[config.mk]
export PLATFORM = sky130hd
export DESIGN_NAME = volume_ctrl
export DESIGN_NICKNAME = d
export VERILOG_FILES = /design/src/rtl/volume_ctrl.sv
export SDC_FILE = /design/constraint.sdc
export NUM_CORES = 1
export LEC_CHECK = 0
export CORE_MARGIN = 8
export CORE_UTILIZATION = 59
export DETAILED_ROUTE_END_ITERATION = 16
export DONT_BUFFER_PORTS = 1
export PLACE_DENSITY = 0.75
export SYNTH_ARGS = -nofsm -noshare
export SYNTH_HDL_FRONTEND = slang
export SYNTH_SLANG_ARGS = --single-unit
[constraint.sdc]
create_clock -name clk -period 2.1 [get_ports clk]
set_input_delay 0.21 -clock clk [delete_from_list [all_inputs] [get_ports clk]]
set_output_delay 0.21 -clock clk [all_outputs]
set_load 0.02 [all_outputs]
[src/rtl/volume_ctrl.sv]
// Push-button volume controller: single step on press, auto-repeat while held,
// saturating level register and a toggling mute with a registered output path.
module volume_ctrl #(
  parameter int WIDTH         = 4,
  parameter int MAX_LEVEL     = 15,
  parameter int INIT_LEVEL    = 8,
  parameter int HOLD_CYCLES   = 8,
  parameter int REPEAT_CYCLES = 4
) (
  input  logic             clk,
  input  logic             n_reset,
  input  logic             up,
  input  logic             down,
  input  logic             mute,
  output logic [WIDTH-1:0] level,
  output logic [WIDTH-1:0] out_level,
  output logic             muted,
  output logic             step,
  output logic             at_limit,
  output logic [2:0]       dbg_state_o
);

  localparam int CNT_MAX = (HOLD_CYCLES > REPEAT_CYCLES) ? HOLD_CYCLES : REPEAT_CYCLES;
  localparam int CW      = (CNT_MAX > 2) ? $clog2(CNT_MAX) : 1;

  localparam logic [CW-1:0]    HOLD_LAST   = CW'(HOLD_CYCLES - 1);
  localparam logic [CW-1:0]    REPEAT_LAST = CW'(REPEAT_CYCLES - 1);
  localparam logic [WIDTH-1:0] MAX_LVL     = WIDTH'(MAX_LEVEL);
  localparam logic [WIDTH-1:0] INIT_LVL    = WIDTH'(INIT_LEVEL);

  typedef enum logic [2:0] {
    S_IDLE         = 3'd0,
    S_FIRST        = 3'd1,
    S_HOLD         = 3'd2,
    S_REPEAT       = 3'd3,
    S_WAIT_RELEASE = 3'd4
  } state_t;

  state_t           state_q, state_d;
  logic             dir_up_q, dir_up_d;
  logic [CW-1:0]    cnt_q, cnt_d;
  logic [WIDTH-1:0] level_q, level_d;
  logic             step_q, step_d;
  logic             muted_q, muted_d;
  logic             mute_smp_q, mute_prev_q;

  logic             latched_btn;
  logic             opposite_btn;
  logic             do_step;

  assign latched_btn  = dir_up_q ? up   : down;
  assign opposite_btn = dir_up_q ? down : up;

  // Sequencer: decides when a step is applied; the level update below acts on do_step.
  always_comb begin
    state_d  = state_q;
    dir_up_d = dir_up_q;
    cnt_d    = cnt_q;
    do_step  = 1'b0;
    case (state_q)
      S_IDLE: begin
        if (up ^ down) begin
          dir_up_d = up;
          state_d  = S_FIRST;
        end
      end
      S_FIRST: begin
        do_step = 1'b1;
        cnt_d   = '0;
        state_d = S_HOLD;
      end
      S_HOLD: begin
        if (!latched_btn) begin
          state_d = S_IDLE;
        end else if (opposite_btn) begin
          state_d = S_WAIT_RELEASE;
        end else if (cnt_q == HOLD_LAST) begin
          do_step = 1'b1;
          cnt_d   = '0;
          state_d = S_REPEAT;
        end else begin
          cnt_d = cnt_q + CW'(1);
        end
      end
      S_REPEAT: begin
        if (!latched_btn) begin
          state_d = S_IDLE;
        end else if (opposite_btn) begin
          state_d = S_WAIT_RELEASE;
        end else if (cnt_q == REPEAT_LAST) begin
          do_step = 1'b1;
          cnt_d   = '0;
        end else begin
          cnt_d = cnt_q + CW'(1);
        end
      end
      S_WAIT_RELEASE: begin
        if (!up && !down) begin
          state_d = S_IDLE;
        end
      end
      default: begin
        state_d = S_IDLE;
      end
    endcase
  end

  // Saturating level update; a step that cannot move the level raises no pulse.
  always_comb begin
    level_d = level_q;
    step_d  = 1'b0;
    if (do_step) begin
      if (dir_up_q) begin
        if (level_q < MAX_LVL) begin
          level_d = level_q + WIDTH'(1);
          step_d  = 1'b1;
        end
      end else begin
        if (level_q != '0) begin
          level_d = level_q - WIDTH'(1);
          step_d  = 1'b1;
        end
      end
    end
  end

  // Edge detect on registered mute samples so the toggle lands one edge after the press.
  always_comb begin
    muted_d = muted_q ^ (mute_smp_q & ~mute_prev_q);
  end

  always_ff @(posedge clk) begin
    if (!n_reset) begin
      state_q     <= S_IDLE;
      dir_up_q    <= 1'b0;
      cnt_q       <= '0;
      level_q     <= INIT_LVL;
      step_q      <= 1'b0;
      muted_q     <= 1'b0;
      mute_smp_q  <= 1'b0;
      mute_prev_q <= 1'b0;
    end else begin
      state_q     <= state_d;
      dir_up_q    <= dir_up_d;
      cnt_q       <= cnt_d;
      level_q     <= level_d;
      step_q      <= step_d;
      muted_q     <= muted_d;
      mute_smp_q  <= mute;
      mute_prev_q <= mute_smp_q;
    end
  end

  assign level       = level_q;
  assign out_level   = muted_q ? '0 : level_q;
  assign muted       = muted_q;
  assign step        = step_q;
  assign at_limit    = (level_q == '0) || (level_q == MAX_LVL);
  assign dbg_state_o = state_q;

endmodule

==> out/metrics.yaml, run 1 <==
outcome:
  status: "complete, no violations"
worst_setup_path:
  crit_fanout: 8
  cpMostUsedCell: "ha_1"
  end_kind: "flip-flop"
  worstSetupStartpointType: "flip-flop"
  rrSetupSlack_ps: 280
  slowest_stage: "a211oi_4"
  cp_data_arrival_time_ps: 2000
  cp_data_required_time_ps: 2280
  max_stage_delay_ps: 370
  crit_chain: "ha_1, ha_1, nand3b_1, a22o_1, a211oi_4, and3_2, o21ai_1"
  rr_worst_depth: 7
  r2r_end: "level[3]$_SDFFE_PN1P_"
  r2r_start: "cnt_q[0]$_SDFFE_PN0P_"
  path_class: "reg -> reg"
detailed_routing:
  via_count: 662
  ant_nets: 0
  firstDrtPassIters: 4
  drc: 0
  drtIter0Drc: 8
  wirelength_um: 1530
  vias_per_cell: 5.66
  wl_per_cell_um: 13.1
clocking:
  tritoncts: "done"
  cts_max_level: 1
  clkTransAtPathRegs_ps: 100
  cts-buffers-inserted: 3
  insertion_delay_ps: 280
  postCtsResizedCells: 0
  post-cts-setup-buffer-count: 0
  cts.sinks: 15
  hold_buffers: 1
  cts-root-buf: "clkbuf_4"
  clockBufferDepth: 2
power_and_ir_drop:
  comb_power_share_pct: 30.8
  seqPwrFrac_pct: 47.1
  peakVddDrop_uv: 457
  intPower_mw: 0.490
  switchingPower_mw: 0.277
  leakage_nw: 0.371
  p_sw_share_pct: 36.1
  clockPowerShare_pct: 22.1
  power_density_nw_per_um2: 831
cells_and_area:
  nFillCells: 98
  multiInputGateArea_um2: 507
  finalInstanceArea_um2: 922
  register_area_um2: 300
  insertedDiodeCount: 0
  areaGrowthSynthToFinish_pct: 10.2
  drive_gt1_share_pct: 12.7
  nets: 116
  fin_util_pct: 70.0
flow_run:
  maxCapViolations: 0
worst_hold_path:
  hold_class: "in -> reg"
  hold_start: "n_reset"
  min_to: "mute_smp_q$_SDFF_PN0_"
  hold_depth: 1
placement:
  place_congestion: 0.773
  dp_hpwl_um: 1240
  dpl_cell_area_um2: 882
  io_buffers: 0
timing:
  fin_tns_setup_ps: 0
  fin_worst_skew_ps: 7.13
  slew_headroom_pct: 68.7
  fin_crit_sh_pct: 86.7
  hold_viol: 0
  tightest_slew_ps: 468
  drv_slew: 0
  setup_viol: 0
  min_period_ps: 1820
  hold-worst-slack_ps: 43.5
  rsz0062_at_grt: "false"
  fmax_mhz: 549
yosys:
  synth.top_cell.area_share_pct: 35.9
  yosys.cell_types.count: 30
  synth_commonest_cells: "15 x dfxtp_1, 11 x nor2_1, 7 x ha_1"
  synth_flop_cell: "dfxtp_1"
  synth_most_common_cell: "dfxtp_1"
  avgSynthCellArea_um2: 8.90
  synth_edf_count: 0
  yosysSeqAreaShare_pct: 35.9
  synth_top_cells_by_area: "dfxtp_1 36%, ha_1 10%, nor2_1 4.9%, nor2b_1 4.5%, xnor2_1 4.2%"
  yosysTopAreaCell: "dfxtp_1"
  netlist_instances: 94
  synth_nets: 107
  async_flop_share_pct: 0
  yosys_warnings: 0
  syn_area_um2: 837
  ys_seq_elements: 15
global_route:
  grt-ovfl-total: 0
  grt_max_degree: 11
  antenna_found_initial: 0
  grt_first_pass_wirelength_um: 2660
  grt_usage_pct: 11.9
  grt_pass1_vias: 655
floorplan:
  die_h_um: 53.7
  start_util_pct: 63.5
  top_level_ports: 19
  die_area_um2: 2880
  core_area_um2: 1320
  rows: 13
  die_x_um: 53.7
==> critical path: cells and delay by family, from the launching register on <==
kind,cells,cell delay (ps)
AND/OR/NAND/NOR,2,320
flip-flops,1,360
AO/OA/AOI/OAI,3,650
adder cells (fa/ha/maj),2,390
==> worst max-delay path by stage <==
stage,from,endpoint,cells past startpoint
after global routing,cnt_q[0]$_SDFFE_PN0P_,level[2]$_SDFFE_PN0P_,7
after floorplan,dbg_state_o[0]$_SDFFE_PN0P_,level[3]$_SDFFE_PN1P_,6
after detailed placement,cnt_q[0]$_SDFFE_PN0P_,level[2]$_SDFFE_PN0P_,7
after CTS,cnt_q[0]$_SDFFE_PN0P_,level[2]$_SDFFE_PN0P_,7
after global placement,cnt_q[0]$_SDFFE_PN0P_,level[3]$_SDFFE_PN1P_,7
final,cnt_q[0]$_SDFFE_PN0P_,level[3]$_SDFFE_PN1P_,7
==> kinds of logic after synthesis <==
kind of cell               Yosys count  share of synthesized area, %
and+or+nand+nor                     40                          26.3
adders and majority gates            8                          12.9
muxes                                3                          3.59
xor gates and xnor gates             4                          4.18
AOI/OAI and AO/OA                   16                          13.6
DFF                                 15                          35.9
buffers and inverters                8                          3.59
==> layout by cell type, fill, tap and decap left out, types with 2 or more instances in the layout <==
master | synthesis | layout
nand3_1 | 4 | 4
clkbuf_4 | 0 | 3
nand2b_1 | 3 | 3
nand3b_1 | 3 | 3
o21ai_0 | 3 | 3
mux2i_1 | 3 | 3
xnor2_1 | 4 | 4
ha_1 | 7 | 7
nor2b_1 | 6 | 6
nand2_1 | 5 | 5
dfxtp_1 | 15 | 15
buf_4 | 0 | 4
inv_1 | 6 | 6
nor2_1 | 11 | 11
a21oi_1 | 6 | 6
and2_1 | 2 | 2
==> sequential cells by signal, indices dropped and copies added (netlist names) <==
| register | cells |
|---|---|
| dir_up_q | 1 |
| mute_smp_q | 1 |
| dbg_state_o | 3 |
| step | 1 |
| level | 4 |
| muted | 1 |
| mute_prev_q | 1 |
| cnt_q | 3 |
==> layout make-up <==
class | count | area share [%]
Multi-Input combinational cell | 71 | 55.0
Sequential cell | 15 | 32.6
Timing Repair Buffer | 5 | 4.34
Inverter | 7 | 2.85
Clock buffer | 3 | 2.44
Tap cell | 15 | 2.04
Clock inverter | 1 | 0.814
==> stage by stage <==
step,cells,setup WS (ps),power [mW]
after floorplan,94,387,0.548
after global placement,112,332,0.603
after detailed placement,112,274,0.607
after CTS,117,254,0.776
after global routing,117,123,0.816
final,117,280,0.767
==> power by group through the flow <==
stage	logic [mW]	registers [mW]	clock network, mW
2_1_floorplan	0.172	0.376	0
3_3_place_gp	0.236	0.367	0
3_5_place_dp	0.238	0.369	0
4_1_cts	0.240	0.361	0.175
5_1_grt	0.260	0.368	0.188
6_report	0.236	0.361	0.169
==> layer usage <==
layer	up-vias	track usage, %	routed length [um]
met1	300	13.4	667
met5	-	0	0
met2	17	20.5	700
met3	2	4.41	148
li1	343	-	-
met4	0	3.78	12
Power figures use the tool's default switching activity.
==> run 2: changes to the inputs <==
--- a/config.mk
+++ b/config.mk
@@ -5,11 +5,13 @@
 export SDC_FILE = /design/constraint.sdc
 export NUM_CORES = 1
 export LEC_CHECK = 0
+export CORE_ASPECT_RATIO = 2
 export CORE_MARGIN = 8
-export CORE_UTILIZATION = 59
+export CORE_UTILIZATION = 23
 export DETAILED_ROUTE_END_ITERATION = 16
 export DONT_BUFFER_PORTS = 1
-export PLACE_DENSITY = 0.75
+export HOLD_SLACK_MARGIN = 0.15
+export MAX_ROUTING_LAYER = met4
 export SYNTH_ARGS = -nofsm -noshare
 export SYNTH_HDL_FRONTEND = slang
 export SYNTH_SLANG_ARGS = --single-unit
==> out/metrics.yaml, run 2 (synthesis gave the netlist of run 1 again) <==
floorplan:
  top_level_ports: 19  # unchanged
  core_area_um2: 3570  # was 1320 um2
  start_util_pct: 23.5  # was 63.5%
  die_x_um: 58.7  # was 53.7 um
  rows: 31  # was 13
  die_area_um2: 5940  # was 2880 um2
  die_h_um: 101  # was 53.7 um
worst_setup_path:
  crit_fanout: 8  # unchanged
  path_class: "reg -> reg"  # unchanged
  worstSetupStartpointType: "flip-flop"  # unchanged
  cp_data_required_time_ps: 2250  # was 2280 ps
  end_kind: "flip-flop"  # unchanged
  cp_data_arrival_time_ps: 2010  # was 2000 ps
clocking:
  cts-buffers-inserted: 3  # unchanged
  clkTransAtPathRegs_ps: 60  # was 100 ps
  clockBufferDepth: 2  # unchanged
  tritoncts: "done"  # unchanged
  postCtsResizedCells: 0  # unchanged
  insertion_delay_ps: 250  # was 280 ps
  cts_max_level: 1  # unchanged
  cts.sinks: 15  # unchanged
  cts-root-buf: "clkbuf_8"  # was clkbuf_4
detailed_routing:
  wl_per_cell_um: 12.1  # was 13.1 um
  wirelength_um: 1880  # was 1530 um
  vias_per_cell: 4.52  # was 5.66
  via_count: 701  # was 662
  drtIter0Drc: 23  # was 8
  firstDrtPassIters: 4  # unchanged
  drc: 0  # unchanged
  ant_nets: 0  # unchanged
cells_and_area:
  drive_gt1_share_pct: 13.2  # was 12.7%
  largest_register_ffs: 4  # unchanged
  final_cell_mix: "15 x dfxtp_1, 11 x nor2_1, 7 x ha_1"  # unchanged
  finalInstanceArea_um2: 1020  # was 922 um2
  areaGrowthSynthToFinish_pct: 21.7  # was 10.2%
  nFillCells: 402  # was 98
  insertedDiodeCount: 0  # unchanged
  nets: 120  # was 116
  final_common_cell: "dfxtp_1"  # unchanged
power_and_ir_drop:
  leakage_nw: 0.399  # was 0.371 nW
  power_density_nw_per_um2: 829  # was 831 nW/um2
  peakVddDrop_uv: 457  # about the same
timing:
  fin_crit_sh_pct: 88.4  # was 86.7%
  slew_headroom_pct: 67.6  # was 68.7%
  fin_tns_setup_ps: 0  # unchanged
  hold_viol: 0  # unchanged
  tightest_slew_ps: 486  # was 468 ps
  min_period_ps: 1860  # was 1820 ps
  rsz0062_at_grt: "false"  # unchanged
  setup_viol: 0  # unchanged
  fin_worst_skew_ps: 3.32  # was 7.13 ps
  fmax_mhz: 539  # was 549 MHz
  drv_slew: 0  # unchanged
placement:
  io_buffers: 0  # unchanged
  place_congestion: 0.751  # was 0.773
  dpl_cell_area_um2: 932  # was 882 um2
  dp_hpwl_um: 1420  # was 1240 um
global_route:
  grt_first_pass_wirelength_um: 3220  # was 2660 um
  grt_pass1_vias: 738  # was 655
  grt_usage_pct: 7.06  # was 11.9%
  antenna_found_initial: 0  # unchanged
  grt_max_degree: 11  # unchanged
  grt-ovfl-total: 0  # unchanged
outcome:
  status: "complete, no violations"  # unchanged
flow_run:
  maxCapViolations: 0  # unchanged
worst_hold_path:
  hold_class: "in -> reg"  # unchanged
## run 2: cell types whose count changed in the layout (fill, tap and decap cells not counted), sizes merged
| cell | previous run | this run |
|---|---|---|
| dlygate4sd3 | 1 | 4 |
| clkinvlp | 1 | 0 |
| buf | 4 | 5 |
| clkinv | 1 | 2 |
## run 2: layer usage
metal  global-route usage [%]  part of all wire, %  vias up
met5                        -                    0        -
met4                     2.78                  2.0        0
met3                     4.20                   12        6
met2                     11.2                   47       26
met1                     6.86                   39      326
li1                         -                    -      343
## run 2: worst max-delay path: stages (launching register included)
cell,delay [ps]
dfxtp_1,350
ha_1,200
ha_1,200
nand3b_1,90
a22o_1,230
a211oi_4,370
nor2_1,70
a211oi_1,240
## run 2: final timing paths
check	cells past startpoint	end	startpoint	slack (ps)
worst min-delay path	2	muted$_SDFF_PN0_	n_reset	230
worst max-delay path	7	level[2]$_SDFFE_PN0P_	cnt_q[0]$_SDFFE_PN0P_	240
worst min register to register	1	mute_prev_q$_SDFF_PN0_	mute_smp_q$_SDFF_PN0_	460
worst max register to register	7	level[2]$_SDFFE_PN0P_	cnt_q[0]$_SDFFE_PN0P_	240
## run 2: area by class of cell
class                           instances  area [um2]  share of cell area (%)
Sequential cell                        15         300                    29.5
Clock inverter                          1        5.00                   0.491
Tap cell                               49        61.3                    6.02
Inverter                                7        26.3                    2.58
Timing Repair Buffer                    9        77.6                    7.62
Multi-Input combinational cell         71         507                    49.8
Clock buffer                            3        41.3                    4.05
## run 2: where the power goes
group	switching, mW	internal, mW	total (mW)	leakage [nW]
registers	0.0434	0.312	0.356	0.123
clock network	0.0982	0.131	0.229	0.0255
logic	0.146	0.113	0.259	0.251
## run 2: metrics by stage
stage | worst slack (ps) | utilization [%] | cells | power [mW] | hold slack (ps)
2_1_floorplan | 387 | - | 94 | 0.548 | 290
3_3_place_gp | 331 | 26.1 | 147 | 0.607 | 299
3_5_place_dp | 237 | 26.1 | 147 | 0.615 | 296
4_1_cts | 229 | 28.5 | 155 | 0.852 | 224
5_1_grt | 46.9 | 28.5 | 155 | 0.902 | 253
6_report | 243 | 28.5 | 155 | 0.845 | 231
## run 2: what timing repair did
item                      4_1_cts  5_1_grt
hold buffers                    4        0
buffers inserted                0        0
hold endpoints to repair        7        0
